--- src/rtl/mem_rr_arbiter.sv ---
// Two-requester round-robin arbiter in front of a single-port memory.
// Serialises single-beat read/write commands and routes read data back by requester id.
module mem_rr_arbiter #(
    parameter int ADDR_W  = 4,
    parameter int WDATA_W = 4,
    parameter int RDATA_W = 8,
    parameter int RD_LAT  = 1
) (
    input  logic               i_sys_clk,
    input  logic               i_rst,
    input  logic               i_req0,
    input  logic               i_we0,
    input  logic [ADDR_W-1:0]  i_addr0,
    input  logic [WDATA_W-1:0] i_wdata0,
    output logic               o_gnt0,
    output logic               o_rvalid0,
    output logic [RDATA_W-1:0] o_rdata0,
    input  logic               i_req1,
    input  logic               i_we1,
    input  logic [ADDR_W-1:0]  i_addr1,
    input  logic [WDATA_W-1:0] i_wdata1,
    output logic               o_gnt1,
    output logic               o_rvalid1,
    output logic [RDATA_W-1:0] o_rdata1,
    output logic               o_mem_wr,
    output logic               o_mem_rd,
    output logic [ADDR_W-1:0]  o_mem_wr_addr,
    output logic [WDATA_W-1:0] o_mem_wr_data,
    output logic [ADDR_W-1:0]  o_mem_rd_addr,
    input  logic [RDATA_W-1:0] i_mem_rd_data,
    output logic               o_busy
);

    logic               last_gnt_q;
    logic               gnt0_q, gnt1_q;
    logic               gnt0_d, gnt1_d;
    logic               mem_wr_q, mem_rd_q;
    logic [ADDR_W-1:0]  wr_addr_q, rd_addr_q;
    logic [WDATA_W-1:0] wr_data_q;
    logic               rd_id_q;
    logic [RD_LAT-1:0]  tag_v_q, tag_v_d;
    logic [RD_LAT-1:0]  tag_id_q, tag_id_d;
    logic               rvalid0_q, rvalid1_q;
    logic [RDATA_W-1:0] rdata0_q, rdata1_q;
    logic               busy_q;

    logic               elig0, elig1;
    logic               any_gnt_d;
    logic               cmd_we;
    logic [ADDR_W-1:0]  cmd_addr;
    logic [WDATA_W-1:0] cmd_wdata;
    logic               ret_v, ret_id;

    // Handshake: a requester holds req/we/addr/wdata until it sees its 1-cycle gnt
    // pulse; masking it during that pulse stops a held request being granted twice.
    always_comb begin
        elig0     = i_req0 & ~gnt0_q;
        elig1     = i_req1 & ~gnt1_q;
        gnt0_d    = elig0 & (~elig1 | last_gnt_q);
        gnt1_d    = elig1 & (~elig0 | ~last_gnt_q);
        any_gnt_d = gnt0_d | gnt1_d;
        cmd_we    = gnt1_d ? i_we1    : i_we0;
        cmd_addr  = gnt1_d ? i_addr1  : i_addr0;
        cmd_wdata = gnt1_d ? i_wdata1 : i_wdata0;
    end

    // Tag pipeline: stage RD_LAT-1 lines up with the cycle the memory presents data.
    always_comb begin
        tag_v_d  = '0;
        tag_id_d = '0;
        for (int i = RD_LAT - 1; i > 0; i--) begin
            tag_v_d[i]  = tag_v_q[i-1];
            tag_id_d[i] = tag_id_q[i-1];
        end
        tag_v_d[0]  = mem_rd_q;
        tag_id_d[0] = rd_id_q;
        ret_v       = tag_v_q[RD_LAT-1];
        ret_id      = tag_id_q[RD_LAT-1];
    end

    always_ff @(posedge i_sys_clk) begin
        if (i_rst) begin
            last_gnt_q <= 1'b1;
            gnt0_q     <= 1'b0;
            gnt1_q     <= 1'b0;
            mem_wr_q   <= 1'b0;
            mem_rd_q   <= 1'b0;
            wr_addr_q  <= '0;
            wr_data_q  <= '0;
            rd_addr_q  <= '0;
            rd_id_q    <= 1'b0;
            tag_v_q    <= '0;
            tag_id_q   <= '0;
            rvalid0_q  <= 1'b0;
            rvalid1_q  <= 1'b0;
            rdata0_q   <= '0;
            rdata1_q   <= '0;
            busy_q     <= 1'b0;
        end else begin
            gnt0_q   <= gnt0_d;
            gnt1_q   <= gnt1_d;
            mem_wr_q <= any_gnt_d & cmd_we;
            mem_rd_q <= any_gnt_d & ~cmd_we;
            if (any_gnt_d) begin
                last_gnt_q <= gnt1_d;
            end
            if (any_gnt_d && cmd_we) begin
                wr_addr_q <= cmd_addr;
                wr_data_q <= cmd_wdata;
            end
            if (any_gnt_d && !cmd_we) begin
                rd_addr_q <= cmd_addr;
                rd_id_q   <= gnt1_d;
            end
            tag_v_q   <= tag_v_d;
            tag_id_q  <= tag_id_d;
            busy_q    <= |tag_v_d;
            rvalid0_q <= ret_v & ~ret_id;
            rvalid1_q <= ret_v & ret_id;
            if (ret_v && !ret_id) begin
                rdata0_q <= i_mem_rd_data;
            end
            if (ret_v && ret_id) begin
                rdata1_q <= i_mem_rd_data;
            end
        end
    end

    assign o_gnt0        = gnt0_q;
    assign o_gnt1        = gnt1_q;
    assign o_mem_wr      = mem_wr_q;
    assign o_mem_rd      = mem_rd_q;
    assign o_mem_wr_addr = wr_addr_q;
    assign o_mem_wr_data = wr_data_q;
    assign o_mem_rd_addr = rd_addr_q;
    assign o_rvalid0     = rvalid0_q;
    assign o_rvalid1     = rvalid1_q;
    assign o_rdata0      = rdata0_q;
    assign o_rdata1      = rdata1_q;
    assign o_busy        = busy_q;

endmodule

--- config.mk ---
export PLATFORM = sky130hd
export DESIGN_NAME = mem_rr_arbiter
export DESIGN_NICKNAME = d
export VERILOG_FILES = /design/src/rtl/mem_rr_arbiter.sv
export SDC_FILE = /design/constraint.sdc
export NUM_CORES = 1
export LEC_CHECK = 0
export CORE_ASPECT_RATIO = 1.4
export CORE_UTILIZATION = 45
export DETAILED_ROUTE_END_ITERATION = 7
export GPL_TIMING_DRIVEN = 1
export HOLD_SLACK_MARGIN = 0.15
export PLACE_DENSITY = 0.84
export SYNTH_ARGS = -nofsm -noshare
export SYNTH_HDL_FRONTEND = slang
export SYNTH_SLANG_ARGS = --single-unit
--- constraint.sdc ---
create_clock -name i_sys_clk -period 4.4 [get_ports i_sys_clk]
set_input_delay 0.44 -clock i_sys_clk [delete_from_list [all_inputs] [get_ports i_sys_clk]]
set_output_delay 0.44 -clock i_sys_clk [all_outputs]
set_load 0.03 [all_outputs]
==> results of run 1 <==
## area by class of cell
class | instances | area (µm²)
sequential | 38 | 760.7
multi-input combinational | 115 | 685.7
clock buffer | 6 | 82.58
inverter | 2 | 7.507
fill | 253 | 889.6
tap | 39 | 48.80
clock inverter | 2 | 60.06
timing repair buffer | 65 | 648.1
## worst max-delay path, cell delays in order
cell	delay (ns)
clkdlybuf4s50_1	0.52
nand3b_1	0.59
a22o_1	0.53
a311oi_1	0.31
## placed cells by master (no fill, tap or decap)
cell type and instances:
clkbuf_8 6, o21ai_0 9, nand3_1 16, bufinv_16 2, nand2b_1 1, a311oi_1 12
and3b_1 3, nand3b_1 2, nor3_1 2, or2b_1 1, nor3b_1 2, nor2_1 3
nor2b_1 5, nand2_1 25, inv_1 2, dfxtp_1 38, a22o_1 2, clkdlybuf4s50_1 64
nor4b_1 1, o21ba_2 1, a21oi_1 16, or3b_1 1, buf_4 1, a221oi_1 13
## power by group through the flow
stage / clock [mW] / combinational, mW / sequential, mW
2_1_floorplan: 0 / 0.0642 / 0.414
3_3_place_gp: 0 / 0.162 / 0.384
3_5_place_dp: 0 / 0.167 / 0.384
4_1_cts: 0.370 / 0.168 / 0.377
5_1_grt: 0.382 / 0.180 / 0.379
6_report: 0.366 / 0.169 / 0.377
## final timing paths
path                        start                            end  cells after the start
max                        i_req0  o_mem_wr_addr[1]$_SDFFE_PP0P_                      4
min          rd_id_q$_SDFFE_PP0P_              ret_id$_SDFF_PP0_                      2
max reg2reg     o_gnt0$_SDFF_PP0_  o_mem_wr_addr[1]$_SDFFE_PP0P_                      3
min reg2reg  rd_id_q$_SDFFE_PP0P_              ret_id$_SDFF_PP0_                      2
## kinds of logic after synthesis
logic type / after synthesis / synth area share
AOI/OAI and AO/OA: 53 / 0.2426
and+or+nand+nor: 62 / 0.2051
buffers and inverters: 20 / 0.05555
DFF: 38 / 0.4967
## metrics by stage
| stage | cells | total power [mW] | worst slack (ns) |
|---|---|---|---|
| after floorplan | 173 | 0.4779 | 2.796 |
| after global placement | 259 | 0.5460 | 2.050 |
| after detailed placement | 259 | 0.5504 | 1.903 |
| after CTS | 267 | 0.9148 | 2.219 |
| after global routing | 267 | 0.9408 | 1.979 |
| final | 267 | 0.9121 | 2.205 |
## state kept, by name, summed over array words and instances, names as in the netlist, 4 cells and up
signal	cells
o_rdata0	8
o_mem_wr_data	4
o_mem_wr_addr	4
o_mem_rd_addr	4
o_rdata1	8
## layer usage
metal,part of all wire,vias to the layer above,wire length (µm),GRT usage
met5,0,-,0,0
met4,0.019,0,83,0.1051
met3,0.070,11,303,0.06667
met2,0.54,82,2357,0.4488
met1,0.37,743,1611,0.2890
li1,-,744,-,-
==> impl_metrics.yaml, run 1 <==
clocking:
  cts.sinks: 38
  post_cts_resized: 0
  cts.clk_slew.worst_paths_ns: 0.07
  clockBufferDepth: 2
  numCtsBuffers: 5
  postCtsSetupRepairBufs: 0
  cts_tree: "yes"
  cts_hold_buf: 0
  clock_latency_ns: 0.29
  h-tree-depth: 2
  clock-root-buffer: "clkbuf_8"
grt:
  antenna_found_initial: 0
  grt_max_degree: 39
  grt_pass1_vias: 1493
  grt_pass1_wl_um: 6948
  globalRouteTotalUtil: 0.2565
  grt-ovfl-total: 0
yosys:
  yosysMostFrequentCell: "dfxtp_1"
  synth_common_cells: "dfxtp_1, nand2_1, a21oi_1, nand3_1, a221oi_1"
  yosysWarnings: 0
  netlist_instances: 173
  syn-cell-area_um2: 1531
  synth-async-reset-ratio: 0
  synth.area.top_cells: "dfxtp_1, a221oi_1, a311oi_1"
  ys.flop_type: "dfxtp_1"
  synth_edf_count: 0
  synth_cell_types: 24
  yosys_register_bits: 38
  syn_area_per_cell_um2: 8.852
  seq_area_frac_synth: 0.4967
  yosysTopAreaCell: "dfxtp_1"
  netlist.area_leader.share: 0.4967
  synthesis.nets: 203
critical_path:
  required_ns: 4.60
  crit_arrival_ns: 2.39
  start_kind: "input port"
  path_class: "in -> reg"
  worst-r2r-setup-slack_ns: 2.43
  cp-end-kind: "flop"
  critical_path.max_fanout: 23
pwr:
  powerDensity_nw_per_um2: 397.7
  p_comb_frac: 0.185
  power_switching_mw: 0.2309
  internal_power_mw: 0.6813
  p_leak_nw: 0.7808
  power_frac_clock: 0.402
  pwr-share-seq: 0.414
  p_sw_frac: 0.2531
  worst_ir_drop_vdd_mv: 0.3923
placed_design:
  place_area_um2: 2151
  port_buffers: 64
  hpwl_um: 3075
  place.gp.congestion: 0.8394
cells_and_area:
  drive_above_1_share: 0.04386
  final_util: 0.7205
  final_area_um2: 2293
  final_nets: 257
  area_growth_syn_to_layout_pct: 49.75
  diodes: 0
routing:
  drc: 0
  vias: 1580
  post_drt_wl_per_cell_um: 16.31
  drt-pass1-iter-count: 4
  ant_nets: 0
  drt_wl_total_um: 4355
  viasPerCell: 5.918
  drt_iter0_drc: 62
die:
  io_pins: 65
  die_area_um2: 3644
  coreArea_um2: 3183
  rows: 24
  dieHeight_um: 71.03
  fp.dieW_um: 51.31
  initial_core_util: 0.4811
run_status:
  status: "completed"
sta:
  fin_crit_sh: 0.4988
  setup_viol: 0
  worst_pin_slew_ns: 0.8562
  tns_ns: 0
  report.final.slew_viol_count: 0
  max-slew-margin-rel: 0.4280
  whs_ns: 0.4464
  final_hold_viol_count: 0
  fmax_mhz: 455.6
  layout_min_cycle_time_ns: 2.195
  rsz0062_at_grt: "false"
  finalClockSkew_ns: 0.001606
job:
  max_cap_viol_count: 0
hold_path:
  hold_class: "reg -> reg"
Power figures use the tool's default switching activity.
==> run 2, diff against run 1 <==
--- a/config.mk
+++ b/config.mk
@@ -6,11 +6,11 @@
 export NUM_CORES = 1
 export LEC_CHECK = 0
 export CORE_ASPECT_RATIO = 1.4
-export CORE_UTILIZATION = 45
+export CORE_UTILIZATION = 42
 export DETAILED_ROUTE_END_ITERATION = 7
 export GPL_TIMING_DRIVEN = 1
 export HOLD_SLACK_MARGIN = 0.15
-export PLACE_DENSITY = 0.84
+export PLACE_DENSITY = 0.79
 export SYNTH_ARGS = -nofsm -noshare
 export SYNTH_HDL_FRONTEND = slang
 export SYNTH_SLANG_ARGS = --single-unit
==> constraint.sdc (replaced) <==
create_clock -name i_sys_clk -period 2.25 [get_ports i_sys_clk]
set_input_delay 0.225 -clock i_sys_clk [delete_from_list [all_inputs] [get_ports i_sys_clk]]
set_output_delay 0.225 -clock i_sys_clk [all_outputs]
set_load 0.03 [all_outputs]
==> impl_metrics.yaml, run 2 (synthesized netlist as in run 1, its figures left out) <==
run_status:
  status: "completed"
pwr:
  worst_ir_drop_vdd_mv: 0.5734
  internal_power_mw: 1.341
  pwr-share-seq: 0.411
  power_switching_mw: 0.4491
  p_comb_frac: 0.189
  powerDensity_nw_per_um2: 765.2
  p_leak_nw: 0.8094
  p_sw_frac: 0.2508
  power_frac_clock: 0.400
sta:
  finalClockSkew_ns: 0.01251
  fmax_mhz: 555.8
  layout_min_cycle_time_ns: 1.799
  final_hold_viol_count: 0
  max-slew-margin-rel: 0.5986
  fin_crit_sh: 0.7997
  setup_viol: 0
  rsz0062_at_grt: "false"
  worst_pin_slew_ns: 0.6002
  tns_ns: 0
  report.final.slew_viol_count: 0
cells_and_area:
  area_growth_syn_to_layout_pct: 52.78
  multiInputGateArea_um2: 685.7
  final_util: 0.6800
  final_nets: 263
  ff_latch_area_um2: 760.7
  fin_cells: 274
  fillers: 293
  diodes: 0
  drive_above_1_share: 0.06838
  final_common_cell: "clkdlybuf4s50_1"
  layout_common_cells: "clkdlybuf4s50_1, dfxtp_1, nand2_1"
die:
  die_area_um2: 3895
  fp.dieW_um: 53.04
  initial_core_util: 0.4451
  dieHeight_um: 73.45
  rows: 25
  coreArea_um2: 3441
  io_pins: 65
clocking:
  cts_tree: "yes"
  cts.clk_slew.worst_paths_ns: 0.07
  numCtsBuffers: 5
  post_cts_resized: 0
  clockBufferDepth: 2
  cts_hold_buf: 0
  h-tree-depth: 2
  postCtsSetupRepairBufs: 0
  cts.sinks: 38
  clock-root-buffer: "clkbuf_8"
  clock_latency_ns: 0.30
grt:
  antenna_found_initial: 0
  grt-ovfl-total: 0
  grt_pass1_vias: 1401
  grt_max_degree: 18
  globalRouteTotalUtil: 0.2270
  grt_pass1_wl_um: 6348
critical_path:
  start_kind: "flop"
  cp-end-kind: "output pin"
  max_stage_delay_ns: 0.75
  critPathBufInv: 1
  slowest_stage: "clkdlybuf4s50_1"
  required_ns: 2.03
  crit_arrival_ns: 1.57
  critPathTopFamily: "buffers and inverters"
  path_class: "reg -> out"
  critical_path.max_fanout: 12
  path_cells: "clkdlybuf4s50_1"
routing:
  post_drt_wl_per_cell_um: 15.19
  viasPerCell: 5.646
  drt-pass1-iter-count: 4
  drt_wl_total_um: 4163
  vias: 1547
  drc: 0
  ant_nets: 0
  drt_iter0_drc: 57
placed_design:
  port_buffers: 64
  hpwl_um: 2984
  place.gp.congestion: 0.8191
  place_inst: 266
hold_path:
  hold_class: "reg -> reg"
job:
  max_cap_viol_count: 0
run 2: cell types whose count changed in the layout (fill, tap and decap cells not counted):
cell   before  now
buf_4       1    7
run 2: per-stage QoR:
step	setup WS, ns	hold WS (ns)	total power, mW	instance area (µm²)
6_report	0.4507	0.4395	1.790	2340
4_1_cts	0.4379	0.4510	1.797	2340
5_1_grt	0.3721	0.4708	1.850	2340
2_1_floorplan	0.6456	0.3604	0.9346	1531
3_3_place_gp	0.3019	0.4301	1.083	2197
3_5_place_dp	0.2433	0.4348	1.085	2197
run 2: worst register-to-register path, delay by kind of cell, from the launching register on:
family / cells / cell delay, ns
AND/OR/NAND/NOR: 1 / 0.52
flip-flops: 1 / 0.35
AO/OA/AOI/OAI: 2 / 0.69
run 2: power groups by stage:
stage	Sequential [mW]	Combinational (mW)	Clock [mW]
after CTS	0.736	0.337	0.725
after detailed placement	0.750	0.335	0
after global placement	0.752	0.332	0
final	0.736	0.338	0.716
after global routing	0.740	0.358	0.752
after floorplan	0.809	0.125	0
run 2: final cells by class:
cell class	count	area share
clock inverter	2	0.02567
timing repair buffer	71	0.2963
sequential	38	0.3251
multi-input combinational	115	0.2930
clock buffer	6	0.03529
tap	40	0.02139
inverter	2	0.003209
run 2: routing by layer:
layer	vias up	global-route usage	share of wire
li1	758	-	-
met1	702	0.2586	0.39
met2	81	0.3854	0.51
met3	6	0.05383	0.074
met4	0	0.1140	0.018
met5	-	0	0
run 2: final timing paths:
| path | startpoint | endpoint | slack [ns] | cells past startpoint |
|---|---|---|---|---|
| max | o_busy$_SDFF_PP0_ | o_busy | 0.45 | 1 |
| min | rd_id_q$_SDFFE_PP0P_ | ret_id$_SDFF_PP0_ | 0.44 | 2 |
| max reg2reg | last_gnt_q$_SDFFE_PP1P_ | o_mem_wr_addr[0]$_SDFFE_PP0P_ | 0.59 | 3 |
| min reg2reg | rd_id_q$_SDFFE_PP0P_ | ret_id$_SDFF_PP0_ | 0.44 | 2 |
